--- src/rtl/riscv_operand_stage.sv ---
// riscv_operand_stage
//   ID->EX operand stage: selects the ALU second operand, resolves rs2
//   against NUM_FWD forwarding sources (index 0 youngest, highest priority)
//   and registers the result in a one-entry valid/ready slot. While stalled,
//   the held rs2 keeps tracking forwarding writes. fwd_count saturates and
//   counts accepted instructions whose rs2 came from a forwarding source.
// Ports
//   clk, rst                 clock, synchronous active-high reset
//   in_valid/in_ready        upstream handshake
//   op2_sel                  operand select (riscv_constants::op2_sel_t)
//   rs2_addr, rs2_data       rs2 address and register-file value
//   imm_{i,s,j}_sext         sign-extended immediates
//   fwd_valid/addr/data      packed forwarding sources
//   flush                    drop held and incoming instruction
//   out_valid/out_ready      downstream handshake
//   dout, store_data         registered op2 and resolved rs2
//   fwd_count                saturating forwarded-accept count

package riscv_constants;
  typedef logic [2:0] op2_sel_t;
  localparam op2_sel_t OP2_RS2 = 3'd0;
  localparam op2_sel_t OP2_IMI = 3'd1;
  localparam op2_sel_t OP2_IMS = 3'd2;
  localparam op2_sel_t OP2_IMJ = 3'd3;
endpackage

module riscv_operand_stage
  import riscv_constants::*;
#(
  parameter int WORD_LENGTH    = 32,
  parameter int REG_ADDR_WIDTH = 5,
  parameter int NUM_FWD        = 2,
  parameter int COUNT_WIDTH    = 16
) (
  input  logic                              clk,
  input  logic                              rst,
  input  logic                              in_valid,
  output logic                              in_ready,
  input  op2_sel_t                          op2_sel,
  input  logic [REG_ADDR_WIDTH-1:0]         rs2_addr,
  input  logic [WORD_LENGTH-1:0]            rs2_data,
  input  logic [WORD_LENGTH-1:0]            imm_i_sext,
  input  logic [WORD_LENGTH-1:0]            imm_s_sext,
  input  logic [WORD_LENGTH-1:0]            imm_j_sext,
  input  logic [NUM_FWD-1:0]                fwd_valid,
  input  logic [NUM_FWD*REG_ADDR_WIDTH-1:0] fwd_addr,
  input  logic [NUM_FWD*WORD_LENGTH-1:0]    fwd_data,
  input  logic                              flush,
  output logic                              out_valid,
  input  logic                              out_ready,
  output logic [WORD_LENGTH-1:0]            dout,
  output logic [WORD_LENGTH-1:0]            store_data,
  output logic [COUNT_WIDTH-1:0]            fwd_count
);

  typedef enum logic {S_EMPTY, S_FULL} state_e;

  state_e                    r_state, w_state_nxt;
  op2_sel_t                  r_sel;
  logic [REG_ADDR_WIDTH-1:0] r_addr;
  logic [WORD_LENGTH-1:0]    r_dout, r_sd;
  logic [COUNT_WIDTH-1:0]    r_cnt;

  logic                      w_in_hit, w_hd_hit;
  logic [WORD_LENGTH-1:0]    w_in_fwd, w_hd_fwd, w_rs2_res, w_op2;
  logic                      w_accept, w_hold;

  // Walk sources from oldest to youngest so the lowest matching index
  // is the last write and wins. x0 never matches.
  always_comb begin
    w_in_hit = 1'b0;
    w_in_fwd = '0;
    w_hd_hit = 1'b0;
    w_hd_fwd = '0;
    for (int k = NUM_FWD-1; k >= 0; k--) begin
      if (fwd_valid[k] && (rs2_addr != '0) &&
          (fwd_addr[k*REG_ADDR_WIDTH +: REG_ADDR_WIDTH] == rs2_addr)) begin
        w_in_hit = 1'b1;
        w_in_fwd = fwd_data[k*WORD_LENGTH +: WORD_LENGTH];
      end
      if (fwd_valid[k] && (r_addr != '0) &&
          (fwd_addr[k*REG_ADDR_WIDTH +: REG_ADDR_WIDTH] == r_addr)) begin
        w_hd_hit = 1'b1;
        w_hd_fwd = fwd_data[k*WORD_LENGTH +: WORD_LENGTH];
      end
    end
  end

  assign w_rs2_res = w_in_hit ? w_in_fwd : rs2_data;

  always_comb begin
    w_op2 = '0;
    case (op2_sel)
      OP2_RS2: w_op2 = w_rs2_res;
      OP2_IMI: w_op2 = imm_i_sext;
      OP2_IMS: w_op2 = imm_s_sext;
      OP2_IMJ: w_op2 = imm_j_sext;
      default: w_op2 = '0;
    endcase
  end

  assign out_valid = (r_state == S_FULL);
  assign in_ready  = !out_valid || out_ready;
  assign w_accept  = in_valid && in_ready && !flush;
  // Stalled with a valid entry: accept is impossible here since in_ready=0.
  assign w_hold    = out_valid && !out_ready && !flush;

  always_ff @(posedge clk) begin
    if (rst) r_state <= S_EMPTY;
    else     r_state <= w_state_nxt;
  end

  always_comb begin
    w_state_nxt = r_state;
    case (r_state)
      S_EMPTY: if (w_accept) w_state_nxt = S_FULL;
      S_FULL: begin
        if (flush)                       w_state_nxt = S_EMPTY;
        else if (out_ready && !w_accept) w_state_nxt = S_EMPTY;
      end
      default: w_state_nxt = S_EMPTY;
    endcase
  end

  always_ff @(posedge clk) begin
    if (rst) begin
      r_dout <= '0;
      r_sd   <= '0;
      r_sel  <= OP2_RS2;
      r_addr <= '0;
      r_cnt  <= '0;
    end else if (w_accept) begin
      r_dout <= w_op2;
      r_sd   <= w_rs2_res;
      r_sel  <= op2_sel;
      r_addr <= rs2_addr;
      if (w_in_hit && (r_cnt != '1)) r_cnt <= r_cnt + 1'b1;
    end else if (w_hold && w_hd_hit) begin
      r_sd <= w_hd_fwd;
      if (r_sel == OP2_RS2) r_dout <= w_hd_fwd;
    end
  end

  assign dout       = r_dout;
  assign store_data = r_sd;
  assign fwd_count  = r_cnt;

endmodule

--- config.mk ---
export PLATFORM = sky130hd
export DESIGN_NAME = riscv_operand_stage
export DESIGN_NICKNAME = d
export VERILOG_FILES = /design/src/rtl/riscv_operand_stage.sv
export SDC_FILE = /design/constraint.sdc
export NUM_CORES = 1
export LEC_CHECK = 0
export CORE_ASPECT_RATIO = 2
export CORE_MARGIN = 2
export CORE_UTILIZATION = 42
export CTS_CLUSTER_SIZE = 25
export DETAILED_ROUTE_END_ITERATION = 10
export PLACE_DENSITY_LB_ADDON = 0.1
export SLEW_MARGIN = 10
export SYNTH_ARGS = -nofsm -noshare
export SYNTH_HDL_FRONTEND = slang
export SYNTH_SLANG_ARGS = --single-unit
--- constraint.sdc ---
create_clock -name clk -period 2.6 [get_ports clk]
set_input_delay 0.65 -clock clk [delete_from_list [all_inputs] [get_ports clk]]
set_output_delay 0.65 -clock clk [all_outputs]
set_load 0.01 [all_outputs]
Word level (Yosys, flattened, before mapping)
Index checks and enable logic that the tools add are counted.
- register bits: 89
- logic and storage cells: 63
- output and inout port bits: 82
- $add $sub $neg: 1
- eq/ne operators: 8
- bitwise gates (word level): 1
- muxes and demuxes: 19
- reduce and logical (&&, ||, !) cells: 28
- operators with widths (cell ; number):
    $mux W32 ; 10
    $pmux W32 S4 ; 1
    $eq A5 B5 Y1 ; 4
    $add A16 B1 Y16 const B ; 1
    $ne A16 B16 Y1 const B ; 1
    $logic_and A1 B1 Y1 ; 15
    $reduce_bool A5 Y1 ; 2
    $mux W1 ; 7
    $eq A3 B2 Y1 const B ; 2
    $logic_not A3 Y1 ; 2
    $logic_not A1 Y1 ; 4
    $reduce_and A2 Y1 ; 2
    $reduce_bool A2 Y1 ; 2
    $eq A3 B1 Y1 const B ; 1
    $pmux W1 S2 ; 1
    $logic_or A1 B1 Y1 ; 1
    $not A1 Y1 ; 1

Logic depth before layout (Yosys ltp)
Gate-level depths: netlist (run 1).
- depth after elaboration: 9
- depth in mapped cells: 9
- depth with buffers taken out: 6

Least setup slack after synthesis (run 1)
No wires, ideal clock.
- path type: input port to flip-flop
- from: in rs2_addr[4]
- to: reg r_cnt[15] (netlist: fwd_count[15])
- stages on the path: 9
- setup time: 115 ps
- arrival: 2289 ps
- path slack: 196 ps
- path through: buf_2 xnor2_1 nand4_1 clkbuf_1 nor2_2 o211ai_2 buf_2 o31a_1 o21a_1
- word-level cells in the longest chain between the ends: 7
- RTL lines (what ; line ; text):
    from (decl) ; 40 ; input logic [REG_ADDR_WIDTH-1:0] rs2_addr,
    $reduce_bool A5 Y1 ; 76 ; if (fwd_valid[k] && (rs2_addr != '0) &&
    $logic_and A1 B1 Y1 (2 in a row) ; 76 ;
    $mux W1 ; 76 ;
    $mux W1 * ; 76 ;
    $logic_and A1 B1 Y1 * ; 137 ; if (w_in_hit && (r_cnt != '1)) r_cnt <= r_cnt + 1'b1;
    $reduce_and A2 Y1 (no line) * ; n/a ;
    to (signal assigned) ; 137 ;
    to (decl) ; 62 ; logic [COUNT_WIDTH-1:0] r_cnt;
Mark *: on every way between the ends. The rest lies on a longest branch, timed or not.
A chain may end at the register's enable or synchronous reset.

Final worst setup path (run 1)
- from: in rs2_addr[1]
- to: reg r_sd[5] (netlist: store_data[5])
- word-level cells in the longest chain between the ends: 7
- RTL lines (what ; line ; text):
    $reduce_bool A5 Y1 ; 76 ;
    $logic_and A1 B1 Y1 (2 in a row) ; 76 ;
    $mux W32 or $mux W1 (tied branches) (2 in a row) ; 76 ;
    $mux W32 * ; 89 ; assign w_rs2_res = w_in_hit ? w_in_fwd : rs2_data;
    $mux W32 * ; 132 ; end else if (w_accept) begin
    to (signal assigned) ; 134 ; r_sd <= w_rs2_res;
    to (signal assigned) ; 139 ; r_sd <= w_hd_fwd;
    to (decl) ; 61 ; logic [WORD_LENGTH-1:0] r_dout, r_sd;
Marked as above.

==> results of run 1 <==
==> synth_stat cells, types with 3 or more instances <==
library cell and count:
o31ai_1 3, nand3_1 50, nor3_1 27, and3_1 3, o211ai_2 3, a22oi_1 28, a311oi_1 35, o21a_1 17
dfxtp_1 89, nor2_1 48, a22o_1 4, o2bb2ai_1 9, nand4_1 4, a2111oi_0 16, mux2_2 32, a31oi_1 9
xor2_1 7, buf_6 5, a21o_1 23, buf_4 3, a21oi_1 47, or3_1 13, a2111oi_1 4, o21ai_0 133
a41oi_1 4, xnor2_1 21, a31o_2 3, buf_2 13, o211ai_1 8, nand2_1 33, a211oi_2 16, or4_1 3
clkbuf_1 55, buf_1 3
==> kinds of logic (layout without fill, tap and decap cells) <==
logic type | Yosys count | in the layout | synth area share (%)
xor gates and xnor gates | 28 | 28 | 3.90
buffers and inverters | 83 | 443 | 6.03
other | 0 | 2 | 0
adders and majority gates | 1 | 1 | 0.199
DFF | 89 | 89 | 28.3
and+or+nand+nor | 198 | 198 | 15.5
muxes | 33 | 33 | 5.89
AOI/OAI and AO/OA | 370 | 370 | 40.1
==> where the power goes <==
part           switching, mW  leakage [nW]  internal, mW
clock network          0.586         0.159         0.873
registers             0.0314         0.722          1.41
logic                  0.567          3.07         0.676
total                   1.18          3.95          2.96
==> worst max-delay path, cell delays in order <==
cell and delay [ps]:
dlygate4sd2_1 280, or4_4 570, o211ai_2 220, or2_4 170, buf_12 160, buf_12 180, nand3_1 180, a311oi_2 310
nor2_1 70
==> metal layers <==
metal	vias to the layer above	share of wire, %	wire (um)
met2	509	53	16400
met1	3913	34	10500
met3	122	7.2	2220
met4	0	5.1	1550
li1	3810	-	-
met5	-	0	0
==> how the worst max path moves through the flow <==
stage / start / end / slack, ps
2_1_floorplan: rs2_addr[4] / fwd_count[15] / 200
3_3_place_gp: rs2_addr[1] / fwd_count[13] / -490
3_5_place_dp: rs2_addr[1] / fwd_count[11] / -510
4_1_cts: rs2_addr[0] / fwd_count[11] / -30
5_1_grt: rs2_addr[1] / store_data[27] / -80
6_report: rs2_addr[1] / store_data[5] / 40
==> timing repair <==
item	CTS	global route
gates resized for setup	29	79
pin swaps	8	15
setup endpoints to repair	56	70
setup buffers	5	1
gates cloned	0	4
==> final cells by class <==
cell class | instances | area, um2 | area share [%]
timing repair buffer | 425 | 4320 | 38.8
sequential | 89 | 1780 | 16.0
clock inverter | 6 | 90.1 | 0.810
clock buffer | 10 | 239 | 2.15
antenna | 2 | 5.00 | 0.0450
multi-input combinational | 630 | 4440 | 39.9
inverter | 2 | 7.51 | 0.0675
tap | 195 | 244 | 2.19
==> sequential cells by signal, indices dropped and copies added (netlist names) <==
name and cells:
dout 32, out_valid 1, r_sel 3, r_addr 5, store_data 32, fwd_count 16
==> per-stage QoR <==
step	cells	setup slack, ps	power [mW]
after global placement	1331	-490	2.60
after global routing	1359	-77.3	4.28
after CTS	1352	-29.7	4.08
after floorplan	802	196	1.89
after detailed placement	1331	-515	2.61
final	1359	39.7	4.14
==> metrics.txt, run 1 <==
Port Buffer Count ~300; busiest grt layer met2; Cell Pwr Density 372 mW/mm2; NumNets Final between 1000 and 1500; Hold EP r_sel[0]; Mapped Cells between 800 and 900; Critical Path RT 2840 ps; Max clock buf depth 2; most frequent cells in the layout 284 x clkdlybuf4s50_1, 112 x o21ai_0, 95 x buf_4, 89 x dfxtp_1, 50 x nand3_1; most common cell after layout, fill and taps aside clkdlybuf4s50_1; gpl congestion between 0.9 and 1; Layout Utilization between 70% and 80%; Antenna Nets Post-Route 0; gr ovfl total 0; Synth top area share 28.3%; VDD IR-drop max 0.000358 V; wire per inst about 23 um; die area approximately 0.016 mm2; TritonCTS clock tree built; Yosys top cell by area dfxtp_1; sequential fraction of the synthesis area approximately 28%; critical-path maximum fanout 25; FILL cells approximately 1200; vias per std cell between 6 and 7; Finished Cell Area between 0.01 and 0.015 mm2; synthesized flop and latch total about 90; reg2reg start r_addr[1]; setup slack, reg-to-reg around 130 ps; pin count of the biggest net entering global routing 65; worst hold stages 2; initial antenna violation count 2; H-Tree Depth 3; met3 usage ~5.4%; Least-Margin Pin Slew between 600 and 700 ps; M1 GR Usage 38.2%; root buffer cell clkbuf_16; fmax a little under 400 MHz; relative slew slack ~57%; first-pass GRT wire length between 40000 and 50000 um; Reg2Reg Depth 8; Final Cycle Share a little over nine tenths; Die Width slightly above 90 um; Fin Hold WS 458 ps; Global Route Usage Sum between 30% and 40%; drt drc 0; vias in the first global route between 8000 and 9000; hold_sp r_sel[0]; DR iter-0 viols roughly 800; Syn-to-layout area delta 76.9%; share of flip-flops with an asynchronous set or reset 0%; leakage power about 4 nW; Starting Density a little over two fifths; Max Cap Viol 0; Worst Hold Class reg -> reg; leading cell types by total area after synthesis dfxtp_1 28%, o21ai_0 11%, mux2_2 5.7%, a311oi_1 4.9%, nand3_1 4.0%; endpoints failing hold 0; CTS sink cnt 89; latest clock arrival within the worst-skew pair 350 ps; Setup violations, final 0; die height 177 um; Post-synth EDFFs 0; via count 8354; syn_nets roughly 1000; Avg Cell Area, Syn 7.84 um2; Most used DFF post-synth dfxtp_1; Arr. time, crit path 2800 ps; GR Layer Usage met2 ~66%; Setup TNS Final 0 ps; layout cells sized above 1 a little over a fifth; Synth cell types 58; placed inst area between 0.01 and 0.015 mm2; synth warn 0; Slew Viols, Final 0; startpoint type of the worst setup path input pin; Routed WL 30700 um; CP Capture Type flop; total CTS buffers 9; clock slew at reported path FFs approximately 70 ps; Detailed Routing Iterations Pass 1 5; # rows 63; # IOs about 300; Detail Placement HPWL around 22000 um; number of hold buffers added after cts 0; CORE AREA between 0.01 and 0.015 mm2; Worst R2R End dout[16]; critical setup path kind in -> reg; clock skew 8.55 ps; synthesized cell area 0.00629 mm2; Final min period 2560 ps; status finished clean
Power figures use the tool's default switching activity.
==> run 2, diff against run 1 <==
--- a/config.mk
+++ b/config.mk
@@ -10,6 +10,7 @@
 export CORE_UTILIZATION = 42
 export CTS_CLUSTER_SIZE = 25
 export DETAILED_ROUTE_END_ITERATION = 10
+export GPL_TIMING_DRIVEN = 0
 export PLACE_DENSITY_LB_ADDON = 0.1
 export SLEW_MARGIN = 10
 export SYNTH_ARGS = -nofsm -noshare
==> run 2 against run 1 <==
Wire length down 0.15%. Design area shrank 5.9%. Total power shrank 4.9%. Setup slack worse by 34 ps. Clock power down 9%. Die area unchanged. Critical endpoint is now fwd_count[15]. Largest cell class unchanged.
==> metrics.txt, run 2 (synthesis gave the netlist of run 1 again) <==
status finished clean; vias in the first global route 8462 (+0.14%); Worst path max stage delay 600 ps (+30 ps); Syn-to-layout area delta 66.5%; Routed WL 30600 um (-0.15%); latest clock arrival within the worst-skew pair 360 ps (about the same); Final min period 2590 ps (+34.0 ps); Top delay family on crit path buffers and inverters; Slew Viols, Final 0 (unchanged); clock skew 9.25 ps (+0.704 ps); total CTS buffers 9 (unchanged); via count 8404 (+0.60%); die height 177 um (unchanged); die area 0.0160 mm2 (unchanged); Least-Margin Pin Slew 859 ps (+211 ps); # IOs 299 (unchanged); NumNets Final 1333 (-3.1%); Critical Path RT 2860 ps (+20 ps); number of hold buffers added after cts 0 (unchanged); root buffer cell clkbuf_16; Setup violations, final 0 (unchanged); Global Route Usage Sum 35.9% (+0.43 points); fmax 385 MHz (-1.3%); gpl congestion 0.981 (-0.79%); # rows 63 (unchanged); RSZ-0062 raised after global routing yes; TritonCTS clock tree built; Worst Hold Class reg -> reg; layout cells sized above 1 18.3% (-3.2 points); clock slew at reported path FFs 80 ps (about the same); critical-path maximum fanout 10 (-60%); wire per inst 23.3 um (+3.1%); initial antenna violation count 1 (-1); Design Power 3.94 mW (-4.9%); Starting Density 42.6% (unchanged); slowest stage cell, crit path clkdlybuf4s50_1; Detailed Routing Iterations Pass 1 7 (+2); vias per std cell 6.39 (+3.9%); Setup TNS Final 0 ps (unchanged); drt drc 0 (unchanged); H-Tree Depth 3 (unchanged); cell chain of the critical path clkdlybuf4s50_1 > xnor2_2 > o211ai_4 > buf_4 > nor2_2 > o211ai_4 > buf_4 > o31a_1 > o21a_1; Fin Hold WS 469 ps (+11.1 ps); VDD IR-drop max 0.000326 V (-9.0%); CORE AREA 0.0147 mm2 (unchanged); Detail Placement HPWL 22900 um (+3.9%); Antenna Nets Post-Route 0 (unchanged); CP Capture Type flop; Cell Pwr Density 376 mW/mm2 (+1.1%); gr ovfl total 0 (unchanged); endpoints failing hold 0 (unchanged); FILL cells 1221 (+5.3%); Arr. time, crit path 2850 ps (+50 ps); CTS sink cnt 89 (unchanged); first-pass GRT wire length 45000 um (-0.26%); Max clock buf depth 2 (unchanged); CP Buf/Inv Count 3 (unchanged); DR iter-0 viols 698 (-13%); leakage power 3.49 nW (-11%); Final Cycle Share 99.8% (+1.3 points); Max Cap Viol 0 (unchanged); Port Buffer Count 294 (-1.3%); pin count of the biggest net entering global routing 18 (-72%); Die Width 90.5 um (unchanged); most frequent cells in the layout 284 x clkdlybuf4s50_1, 125 x o21ai_0, 89 x dfxtp_1, 49 x nand3_1, 46 x nor2_1; relative slew slack 42.8% (-14 points); critical setup path kind in -> reg; most common cell after layout, fill and taps aside clkdlybuf4s50_1; startpoint type of the worst setup path input pin
-- run 2: final timing paths --
path | from | endpoint | slack [ps] | depth (start not counted)
setup / recovery | fwd_addr[1] | fwd_count[15] | 6 | 9
hold / removal | r_sel[0] | r_sel[0] | 470 | 2
setup reg to reg | r_addr[0] | store_data[2] | 130 | 6
hold reg to reg | r_sel[0] | r_sel[0] | 470 | 2
-- run 2: what timing repair did --
| item | CTS | global route |
|---|---|---|
| endpoints found under the hold margin | 0 | 0 |
| endpoints found under the setup margin | 80 | 73 |
| resized for setup | 89 | 98 |
| setup buffers | 8 | 4 |
| pin swaps | 7 | 20 |
-- run 2: power breakdown --
group | switching, mW | leakage, nW | internal, mW | total, mW
combinational | 0.580 | 2.63 | 0.592 | 1.17
clock | 0.658 | 0.140 | 0.671 | 1.33
sequential | 0.0305 | 0.722 | 1.41 | 1.44
-- run 2: final cells by class --
type,count,area (um2),share of cell area [%]
multi-input cells,630,4640,44.4
clock inverters,7,61.3,0.586
plain buffers,77,459,4.39
well taps,195,244,2.33
clock buffers,9,225,2.15
diodes,1,2.50,0.0239
repair buffers,306,3040,29.1
inverters,2,7.51,0.0717
flip-flops and latches,89,1780,17.0
-- run 2: metal layers --
layer	share of wire (%)	up-vias	GRT usage [%]	wire, um
met1	35	3913	38.9	10700
met4	6.3	0	24.6	1920
li1	-	3729	-	-
met3	8.7	145	6.09	2670
met5	0	-	0	0
met2	50	617	63.0	15300
-- run 2: worst register-to-register path, delay by kind of cell, from the launching register on --
family	cells	cell delay, ps
DFF	1	370
buffers and inverters	1	340
AOI/OAI and AO/OA	4	1090
and+or+nand+nor	1	580
-- run 2: through the flow --
stage / setup slack (ps) / area [um2] / std cells / util (%)
finish: 5.64 / 10500 / 1316 / 71.0
global placement: -1250 / 9470 / 1291 / 64.3
floorplan: 196 / 6290 / 802 / -
global route: -29.4 / 10500 / 1316 / 71.0
CTS: -88.1 / 10100 / 1313 / 68.8
detailed placement: -1180 / 9470 / 1291 / 64.3
